<file path="src/rtl/proc_share_arbiter_if.sv">
// Channel request/ack and shared-unit handshake bundle for proc_share_arbiter.
// master is the arbiter side; slave is the channel controllers plus the shared unit.
interface proc_share_arbiter_if;
  logic [1:0] Req;
  logic [1:0] Ack;
  logic       Sel;
  logic       Active;
  logic       UnitStart;
  logic       UnitBusy;
  logic       UnitEnd;
  logic       Timeout;
  logic       ErrFlag;

  modport master (
    input  Req, UnitBusy, UnitEnd,
    output Ack, Sel, Active, UnitStart, Timeout, ErrFlag
  );

  modport slave (
    output Req, UnitBusy, UnitEnd,
    input  Ack, Sel, Active, UnitStart, Timeout, ErrFlag
  );
endinterface

</file>
<file path="src/rtl/proc_share_arbiter.sv">
// Round-robin sharing of one Start/Busy/End processing unit between two channels,
// with single-pulse start, one-cycle ack to the owner and a watchdog abort.
module proc_share_arbiter #(
  parameter int TIMEOUT = 1024,
  parameter int CW      = 11
) (
  input logic                 Clock,
  input logic                 Reset,
  proc_share_arbiter_if.master bus
);

  typedef enum logic [1:0] {
    IDLE  = 2'd0,
    START = 2'd1,
    WAIT  = 2'd2,
    DONE  = 2'd3
  } state_t;

  localparam logic [CW-1:0] LIMIT = CW'(TIMEOUT - 1);

  state_t        state_r;
  logic          last_r;
  logic          busy_d_r;
  logic [CW-1:0] count_r;
  logic [1:0]    ack_r;
  logic          sel_r;
  logic          active_r;
  logic          start_r;
  logic          timeout_r;
  logic          err_r;

  logic          grant_s;
  logic          done_s;
  logic          expire_s;

  function automatic logic [1:0] ack_vec(input logic ch);
    return ch ? 2'b10 : 2'b01;
  endfunction

  // Winner selection and completion/watchdog detection.
  always_comb begin
    grant_s  = sel_r;
    done_s   = 1'b0;
    expire_s = 1'b0;
    if (bus.Req == 2'b11) begin
      grant_s = ~last_r;
    end else begin
      grant_s = bus.Req[1];
    end
    // A sub-cycle End may be missed by the edge, so a Busy fall also counts.
    done_s   = bus.UnitEnd | (busy_d_r & ~bus.UnitBusy);
    expire_s = (count_r == LIMIT);
  end

  // Arbitration state machine with all outputs registered.
  always_ff @(posedge Clock) begin
    if (Reset) begin
      state_r   <= IDLE;
      last_r    <= 1'b1;
      busy_d_r  <= 1'b0;
      count_r   <= {CW{1'b0}};
      ack_r     <= 2'b00;
      sel_r     <= 1'b0;
      active_r  <= 1'b0;
      start_r   <= 1'b0;
      timeout_r <= 1'b0;
      err_r     <= 1'b0;
    end else begin
      case (state_r)
        IDLE: begin
          ack_r     <= 2'b00;
          timeout_r <= 1'b0;
          start_r   <= 1'b0;
          if (bus.Req != 2'b00) begin
            sel_r    <= grant_s;
            active_r <= 1'b1;
            start_r  <= 1'b1;
            state_r  <= START;
          end else begin
            state_r  <= IDLE;
          end
        end
        START: begin
          start_r  <= 1'b0;
          count_r  <= {CW{1'b0}};
          busy_d_r <= 1'b0;
          state_r  <= WAIT;
        end
        WAIT: begin
          busy_d_r <= bus.UnitBusy;
          if (count_r != {CW{1'b1}}) begin
            count_r <= count_r + CW'(1);
          end
          if (done_s) begin
            ack_r   <= ack_vec(sel_r);
            state_r <= DONE;
          end else if (expire_s) begin
            // Ack still goes out so the requester cannot deadlock on a hung unit.
            ack_r     <= ack_vec(sel_r);
            timeout_r <= 1'b1;
            err_r     <= 1'b1;
            state_r   <= DONE;
          end else begin
            state_r <= WAIT;
          end
        end
        DONE: begin
          ack_r     <= 2'b00;
          timeout_r <= 1'b0;
          last_r    <= sel_r;
          active_r  <= 1'b0;
          state_r   <= IDLE;
        end
        default: begin
          ack_r     <= 2'b00;
          timeout_r <= 1'b0;
          start_r   <= 1'b0;
          active_r  <= 1'b0;
          state_r   <= IDLE;
        end
      endcase
    end
  end

  assign bus.Ack       = ack_r;
  assign bus.Sel       = sel_r;
  assign bus.Active    = active_r;
  assign bus.UnitStart = start_r;
  assign bus.Timeout   = timeout_r;
  assign bus.ErrFlag   = err_r;

endmodule

</file>
<file path="src/flat_wrapper.sv">
// flat-port wrapper written by rule: the top's interface ports become plain ports
module proc_share_arbiter_flat 
#(
  parameter int TIMEOUT = 1024,
  parameter int CW      = 11
)
  (Clock, Reset, bus_Req, bus_UnitBusy, bus_UnitEnd, bus_Ack, bus_Sel, bus_Active, bus_UnitStart, bus_Timeout, bus_ErrFlag);
  proc_share_arbiter_if bus_i ();
  input logic Clock;
  input logic Reset;
  input wire logic [$bits(bus_i.Req)-1:0] bus_Req;
  input wire logic [$bits(bus_i.UnitBusy)-1:0] bus_UnitBusy;
  input wire logic [$bits(bus_i.UnitEnd)-1:0] bus_UnitEnd;
  output wire logic [$bits(bus_i.Ack)-1:0] bus_Ack;
  output wire logic [$bits(bus_i.Sel)-1:0] bus_Sel;
  output wire logic [$bits(bus_i.Active)-1:0] bus_Active;
  output wire logic [$bits(bus_i.UnitStart)-1:0] bus_UnitStart;
  output wire logic [$bits(bus_i.Timeout)-1:0] bus_Timeout;
  output wire logic [$bits(bus_i.ErrFlag)-1:0] bus_ErrFlag;
  assign bus_i.Req = bus_Req;
  assign bus_i.UnitBusy = bus_UnitBusy;
  assign bus_i.UnitEnd = bus_UnitEnd;
  assign bus_Ack = bus_i.Ack;
  assign bus_Sel = bus_i.Sel;
  assign bus_Active = bus_i.Active;
  assign bus_UnitStart = bus_i.UnitStart;
  assign bus_Timeout = bus_i.Timeout;
  assign bus_ErrFlag = bus_i.ErrFlag;
  proc_share_arbiter #(.TIMEOUT(TIMEOUT), .CW(CW)) u_core (.Clock(Clock), .Reset(Reset), .bus(bus_i));
endmodule
</file>
<file path="config.mk">
export PLATFORM = sky130hd
export DESIGN_NAME = proc_share_arbiter_flat
export DESIGN_NICKNAME = d
export VERILOG_FILES = /design/src/rtl/proc_share_arbiter_if.sv /design/src/rtl/proc_share_arbiter.sv /design/src/flat_wrapper.sv
export SDC_FILE = /design/constraint.sdc
export NUM_CORES = 1
export LEC_CHECK = 0
export BUFFER_PORTS_ARGS = -buffer_cell sky130_fd_sc_hd__buf_2
export CORE_MARGIN = 5
export CORE_UTILIZATION = 60
export DETAILED_ROUTE_END_ITERATION = 8
export GPL_TIMING_DRIVEN = 0
export PLACE_DENSITY = 0.82
export SKIP_LAST_GASP = 1
export SYNTH_ARGS = -nofsm -noshare
export SYNTH_HDL_FRONTEND = slang
export SYNTH_SLANG_ARGS = --single-unit
</file>
<file path="constraint.sdc">
create_clock -name Clock -period 3.9 [get_ports Clock]
set_clock_uncertainty 0.1 [all_clocks]
set_input_delay 0.78 -clock Clock [delete_from_list [all_inputs] [get_ports Clock]]
set_output_delay 0.78 -clock Clock [all_outputs]
set_load 0.01 [all_outputs]
</file>
==> metrics.cfg, run 1 <==
[critical_path]
reg2reg_depth=5
start_kind=flip-flop
reg2reg_to=u_core.state_r[0]$_SDFF_PP0_
cpPeakStageDelay_ns=0.67
crit_type=flip-flop to flip-flop
crit_path_end_kind=flip-flop
worstPathArrival_ns=2.37
worstPathRequired_ns=4.03
reg2reg_slack_ns=1.66
crit_chain=ha_1 > nand4_2 > nor4_1 > o311ai_0 > a21oi_1
cp_num_buf_inv=0
cp_max_fo=7
r2r-start=u_core.count_r[0]$_SDFFE_PP0P_
slowest_stage=nor4_1
path_delay_family=simple AND/OR/NAND/NOR gates

[placed_design]
gp_congestion=0.874
port_buffers=12
hpwl_um=1660
dp_slack_ns=1.78

[timing]
layout_min_cycle_time_ns=2.24
maxSlewHeadroom=0.536
hold_viol_final=0
fin_crit_sh=0.575
rsz0062_at_grt=no
setup_tns_ns=0
whs_ns=0.369
setup_viol_count_final=0
finalMaxSlewViolations=0
setup_slack_ns=1.66
worst_pin_slew_ns=0.690
fmax_ghz=0.446

[run]
cap_violations=0

[detailed_routing]
vias=996
routed_wl_um=2250
vias_per_cell=5.89
wl_per_cell_um=13.3
dr.pass1.iters=7
drc=0
drtAntennaViolNets=0
drt_iter0_markers=25

[synth]
synth_area_per_cell_um2=8.49
yosysTopAreaCell=dfxtp_1
yosysSeqAreaShare=0.405
syn-cell-area_um2=1090
synth_fp_nets=139
ys_seq_elements=22
synth_area_leaders=dfxtp_1 41%, ha_1 5.8%, a21oi_1 4.1%, nand2_1 4.1%, nor2_1 3.8%
synth.distinct_cells=34
syn_inst=128
yosys_warnings=0
synth_top_area_share=0.405

[clock_tree]
cts.sinks=22
cts_tree=yes
cts_buffers=3
clk_pin_slew_ns=0.13
insertion_delay_ns=0.32
cts_hold_buf=0
root_buffer=clkbuf_4
cts_buffer_depth=2
cts_resized=0
cts_setup_buffers=0
h-tree-depth=1

[global_routing]
track_usage=0.194
overflow=0
grt_pass1_wl_um=3920
antenna_found_initial=0
grt_start_max_net_pins=13
grt_pass1_vias=922

[floorplanning]
placementRows=15
num_io_pins=13
die_x_um=52.6
start_util=0.630
fp.coreArea_um2=1730
die_y_um=52.6
die-area_um2=2760

[hold_path]
holdPathStages=2
hold_class=flip-flop to flip-flop
hold_start=u_core.busy_d_r$_SDFFE_PP0P_
hold_end=u_core.busy_d_r$_SDFFE_PP0P_

[final_layout]
n_fill_cell=136
fin_util=0.704
num_antenna_cells=0
fin_nets=156
layout-drive-gt1-share=0.160
area_growth_pct=11.7

[outcome]
status=completed

[power]
peakVddDrop_mv=0.290
power.density_nw_per_um2=404
p_leak_nw=0.444

## worst min-delay path, delay by kind of cell, from the launching register on
kind	cells	cell delay [ns]
compound gates	1	0.05
flops	1	0.32
simple gates	1	0.06
## cell usage after synthesis, drive strengths merged
cell,n
nor2,11
or3,4
nand4,1
o31a,1
or4,1
nor4,1
o311ai,1
a211oi,1
mux2i,3
nand2b,6
inv,9
nor2b,5
a32oi,2
nand2,13
a2111oi,1
nand3,7
mux2,1
o41ai,2
o41a,1
a311oi,2
a21oi,9
buf,2
ha,5
o31ai,3
a31oi,2
o21ai,5
nor3,4
a211o,1
clkbuf,1
dfxtp,22
or2,1
## through the flow
step	cell area, um2	total power [W]	cells
2_1_floorplan	1090	0.000333	128
3_5_place_dp	1180	0.000367	165
6_report	1210	0.000491	169
5_1_grt	1210	0.000516	169
4_1_cts	1210	0.000492	169
3_3_place_gp	1180	0.000363	165
## state kept, by name, indices dropped and copies added (netlist names)
| signal | cells |
|---|---|
| u_core.last_r | 1 |
| u_core.busy_d_r | 1 |
| u_core.bus.Active | 1 |
| u_core.state_r | 2 |
| u_core.bus.ErrFlag | 1 |
| u_core.bus.Ack | 2 |
| u_core.bus.UnitStart | 1 |
| u_core.bus.Timeout | 1 |
| u_core.bus.Sel | 1 |
| u_core.count_r | 11 |
## final cells by class
type / count / area (um2) / share of cell area
multi-input cells: 94 / 597 / 0.491
flip-flops and latches: 22 / 440 / 0.363
repair buffers: 12 / 60.1 / 0.0494
clock buffers: 4 / 36.3 / 0.0299
inverters: 9 / 33.8 / 0.0278
well taps: 25 / 31.3 / 0.0257
plain buffers: 3 / 16.3 / 0.0134
## layout by cell type (no fill, tap or decap), types with 2 or more instances in the layout
| cell | instances |
|---|---|
| a31oi_1 | 2 |
| inv_1 | 9 |
| o21ai_0 | 5 |
| nor2b_1 | 5 |
| nand3_1 | 7 |
| or3_1 | 4 |
| ha_1 | 5 |
| o31ai_1 | 3 |
| a311oi_1 | 2 |
| a21oi_1 | 9 |
| nand2_1 | 12 |
| nor3_1 | 4 |
| clkbuf_4 | 3 |
| nor2_1 | 11 |
| nand2b_1 | 6 |
| mux2i_1 | 3 |
| dfxtp_1 | 22 |
| a32oi_1 | 2 |
| buf_2 | 13 |
## power by group
group	internal, W	leakage [nW]	total, W	switching (W)
Combinational	0.0000446	0.244	0.000112	0.0000669
Clock	0.0000571	0.0210	0.000128	0.0000704
Sequential	0.000241	0.179	0.000252	0.0000109
## per-layer routing
layer	global-route usage	share of wire	routed length (um)	vias up
li1	-	-	-	498
met1	0.237	0.47	1060	461
met2	0.326	0.48	1070	30
met3	0.0256	0.035	79	7
met4	0.102	0.018	40	0
met5	0	0	0	-
## cells by family after synthesis
logic type      share of synthesized area
compound gates                      0.201
fa+ha+maj                          0.0575
buf+inv                            0.0460
flops                               0.405
mux                                0.0380
simple gates                        0.252
## worst max-delay path by stage
stage,depth (start not counted),endpoint,from
global route,5,u_core.state_r[0]$_SDFF_PP0_,u_core.count_r[0]$_SDFFE_PP0P_
floorplan,5,u_core.bus.Ack[0]$_SDFFE_PP0P_,u_core.count_r[0]$_SDFFE_PP0P_
finish,5,u_core.state_r[0]$_SDFF_PP0_,u_core.count_r[0]$_SDFFE_PP0P_
CTS,5,u_core.state_r[0]$_SDFF_PP0_,u_core.count_r[0]$_SDFFE_PP0P_
global placement,5,u_core.bus.Ack[1]$_SDFFE_PP0P_,u_core.count_r[0]$_SDFFE_PP0P_
detailed placement,5,u_core.bus.Ack[0]$_SDFFE_PP0P_,u_core.count_r[0]$_SDFFE_PP0P_
(Power assumes the default switching activity.)
==> run 2, diff against run 1 <==
CORE_UTILIZATION = 50   (was 60)
PLACE_DENSITY = 0.73   (was 0.82)
clock period = 1.8 ns   (was 3.9 ns; I/O delays follow)
==> run 2 against run 1 <==
Compared with the run above: via count rose by 5.1%; core utilization is 2.7 points lower; register-to-register slack worse by 1.6 ns; hold slack got worse by 0.15 ns; global-route usage down 4.8 points; critical path type unchanged; largest power group unchanged.
==> metrics.cfg, run 2 (synthesized netlist as in run 1, its figures left out) <==
[outcome]
status=completed

[critical_path]
reg2reg_slack_ns=0.02
r2r-start=u_core.count_r[7]$_SDFFE_PP0P_
crit_chain=nand2_1 > o41ai_4 > buf_4 > nand2_2 > a311oi_2
start_kind=flip-flop
cp_max_fo=6
reg2reg_depth=5
cpPeakStageDelay_ns=0.45
reg2reg_to=u_core.count_r[2]$_SDFFE_PP0P_
crit_path_end_kind=flip-flop
slowest_stage=dfxtp_1
worstPathArrival_ns=1.91
worstPathRequired_ns=1.93
crit_type=flip-flop to flip-flop

[final_layout]
largest_reg_flops=11
layout-drive-gt1-share=0.265
num_antenna_cells=0
layout_common_cells=18 x dfxtp_1, 12 x nand2_1, 12 x buf_2
regMostFlops=u_core.count_r
layout_commonest_cell=dfxtp_1
fin_util=0.676
fin_nets=163
area_growth_pct=25.8

[floorplanning]
fp.coreArea_um2=2020
die_y_um=56.6
start_util=0.538
die-area_um2=3210
placementRows=16
num_io_pins=13
die_x_um=56.6

[placed_design]
port_buffers=12
hpwl_um=1660
gp_congestion=0.848

[clock_tree]
cts_buffers=3
h-tree-depth=1
cts.sinks=22
root_buffer=clkbuf_4
insertion_delay_ns=0.32
cts_tree=yes
clk_pin_slew_ns=0.12
cts_buffer_depth=2

[timing]
setup_tns_ns=0
setup_viol_count_final=0
layout_min_cycle_time_ns=1.78
hold_viol_final=0
fin_crit_sh=0.990
maxSlewHeadroom=0.632
whs_ns=0.215
worst_pin_slew_ns=0.552
finalMaxSlewViolations=0
fmax_ghz=0.561

[global_routing]
overflow=0
grt_pass1_wl_um=3750
antenna_found_initial=0
grt_pass1_vias=875
grt_start_max_net_pins=13
track_usage=0.146

[power]
power.density_nw_per_um2=826
p_leak_nw=0.497
peakVddDrop_mv=0.540

[hold_path]
hold_class=input port to flip-flop
hold_start=bus_UnitBusy
holdPathStages=3
hold_end=u_core.busy_d_r$_SDFFE_PP0P_

[detailed_routing]
routed_wl_um=2570
dr.pass1.iters=4
vias_per_cell=5.88
drc=0
wl_per_cell_um=14.5
drtAntennaViolNets=0
drt_iter0_markers=28
vias=1047

[run]
cap_violations=0

run 2: power by group:
part	internal, W	switching, W
Sequential	0.000523	0.0000278
Clock	0.000124	0.000151
Combinational	0.000138	0.000166
Total	0.000785	0.000345
run 2: critical path: cells and delay by family, from the launching register on:
kind | cells | cell delay [ns]
buffers and inverters | 1 | 0.20
flip-flops | 1 | 0.45
AO/OA/AOI/OAI | 2 | 0.66
AND/OR/NAND/NOR | 2 | 0.29
run 2: metal layers:
metal,track usage,wire length [um],up-vias
li1,-,-,508
met1,0.187,1130,507
met2,0.238,1280,25
met3,0.0298,109,7
met4,0.0576,52,0
met5,0,0,-
run 2: worst max-delay path by stage:
stage                                   startpoint                             end  slack [ns]  cells past startpoint
floorplan           u_core.count_r[0]$_SDFFE_PP0P_  u_core.bus.Ack[0]$_SDFFE_PP0P_        0.02                      5
global placement    u_core.count_r[0]$_SDFFE_PP0P_  u_core.bus.Ack[0]$_SDFFE_PP0P_       -0.24                      5
detailed placement  u_core.count_r[0]$_SDFFE_PP0P_  u_core.bus.Ack[0]$_SDFFE_PP0P_       -0.33                      5
CTS                 u_core.count_r[1]$_SDFFE_PP0P_  u_core.count_r[2]$_SDFFE_PP0P_        0.02                      6
global route        u_core.count_r[7]$_SDFFE_PP0P_  u_core.count_r[3]$_SDFFE_PP0P_       -0.08                      6
finish              u_core.count_r[7]$_SDFFE_PP0P_  u_core.count_r[2]$_SDFFE_PP0P_        0.02                      5
run 2: metrics by stage:
step	instance area (um2)	setup slack (ns)	cells	power (W)
global route	1370	-0.0824	178	0.00119
finish	1370	0.0186	178	0.00113
global placement	1180	-0.237	167	0.000786
floorplan	1090	0.0175	128	0.000721
detailed placement	1180	-0.330	167	0.000795
CTS	1280	0.0239	174	0.00109
run 2: area by class of cell:
type                       instances  area (um2)
clock buffer                       4        36.3
timing repair buffer              19         113
sequential                        22         450
fill                             159         654
buffer                             3        22.5
multi-input combinational         94         678
inverter                           9        33.8
tap                               27        33.8
run 2: what timing repair did:
action	in CTS	in global routing
pin swaps	2	4
buffers inserted	3	4
endpoints found under the setup margin	14	12
hold buffers	0	0
resized for setup	7	12
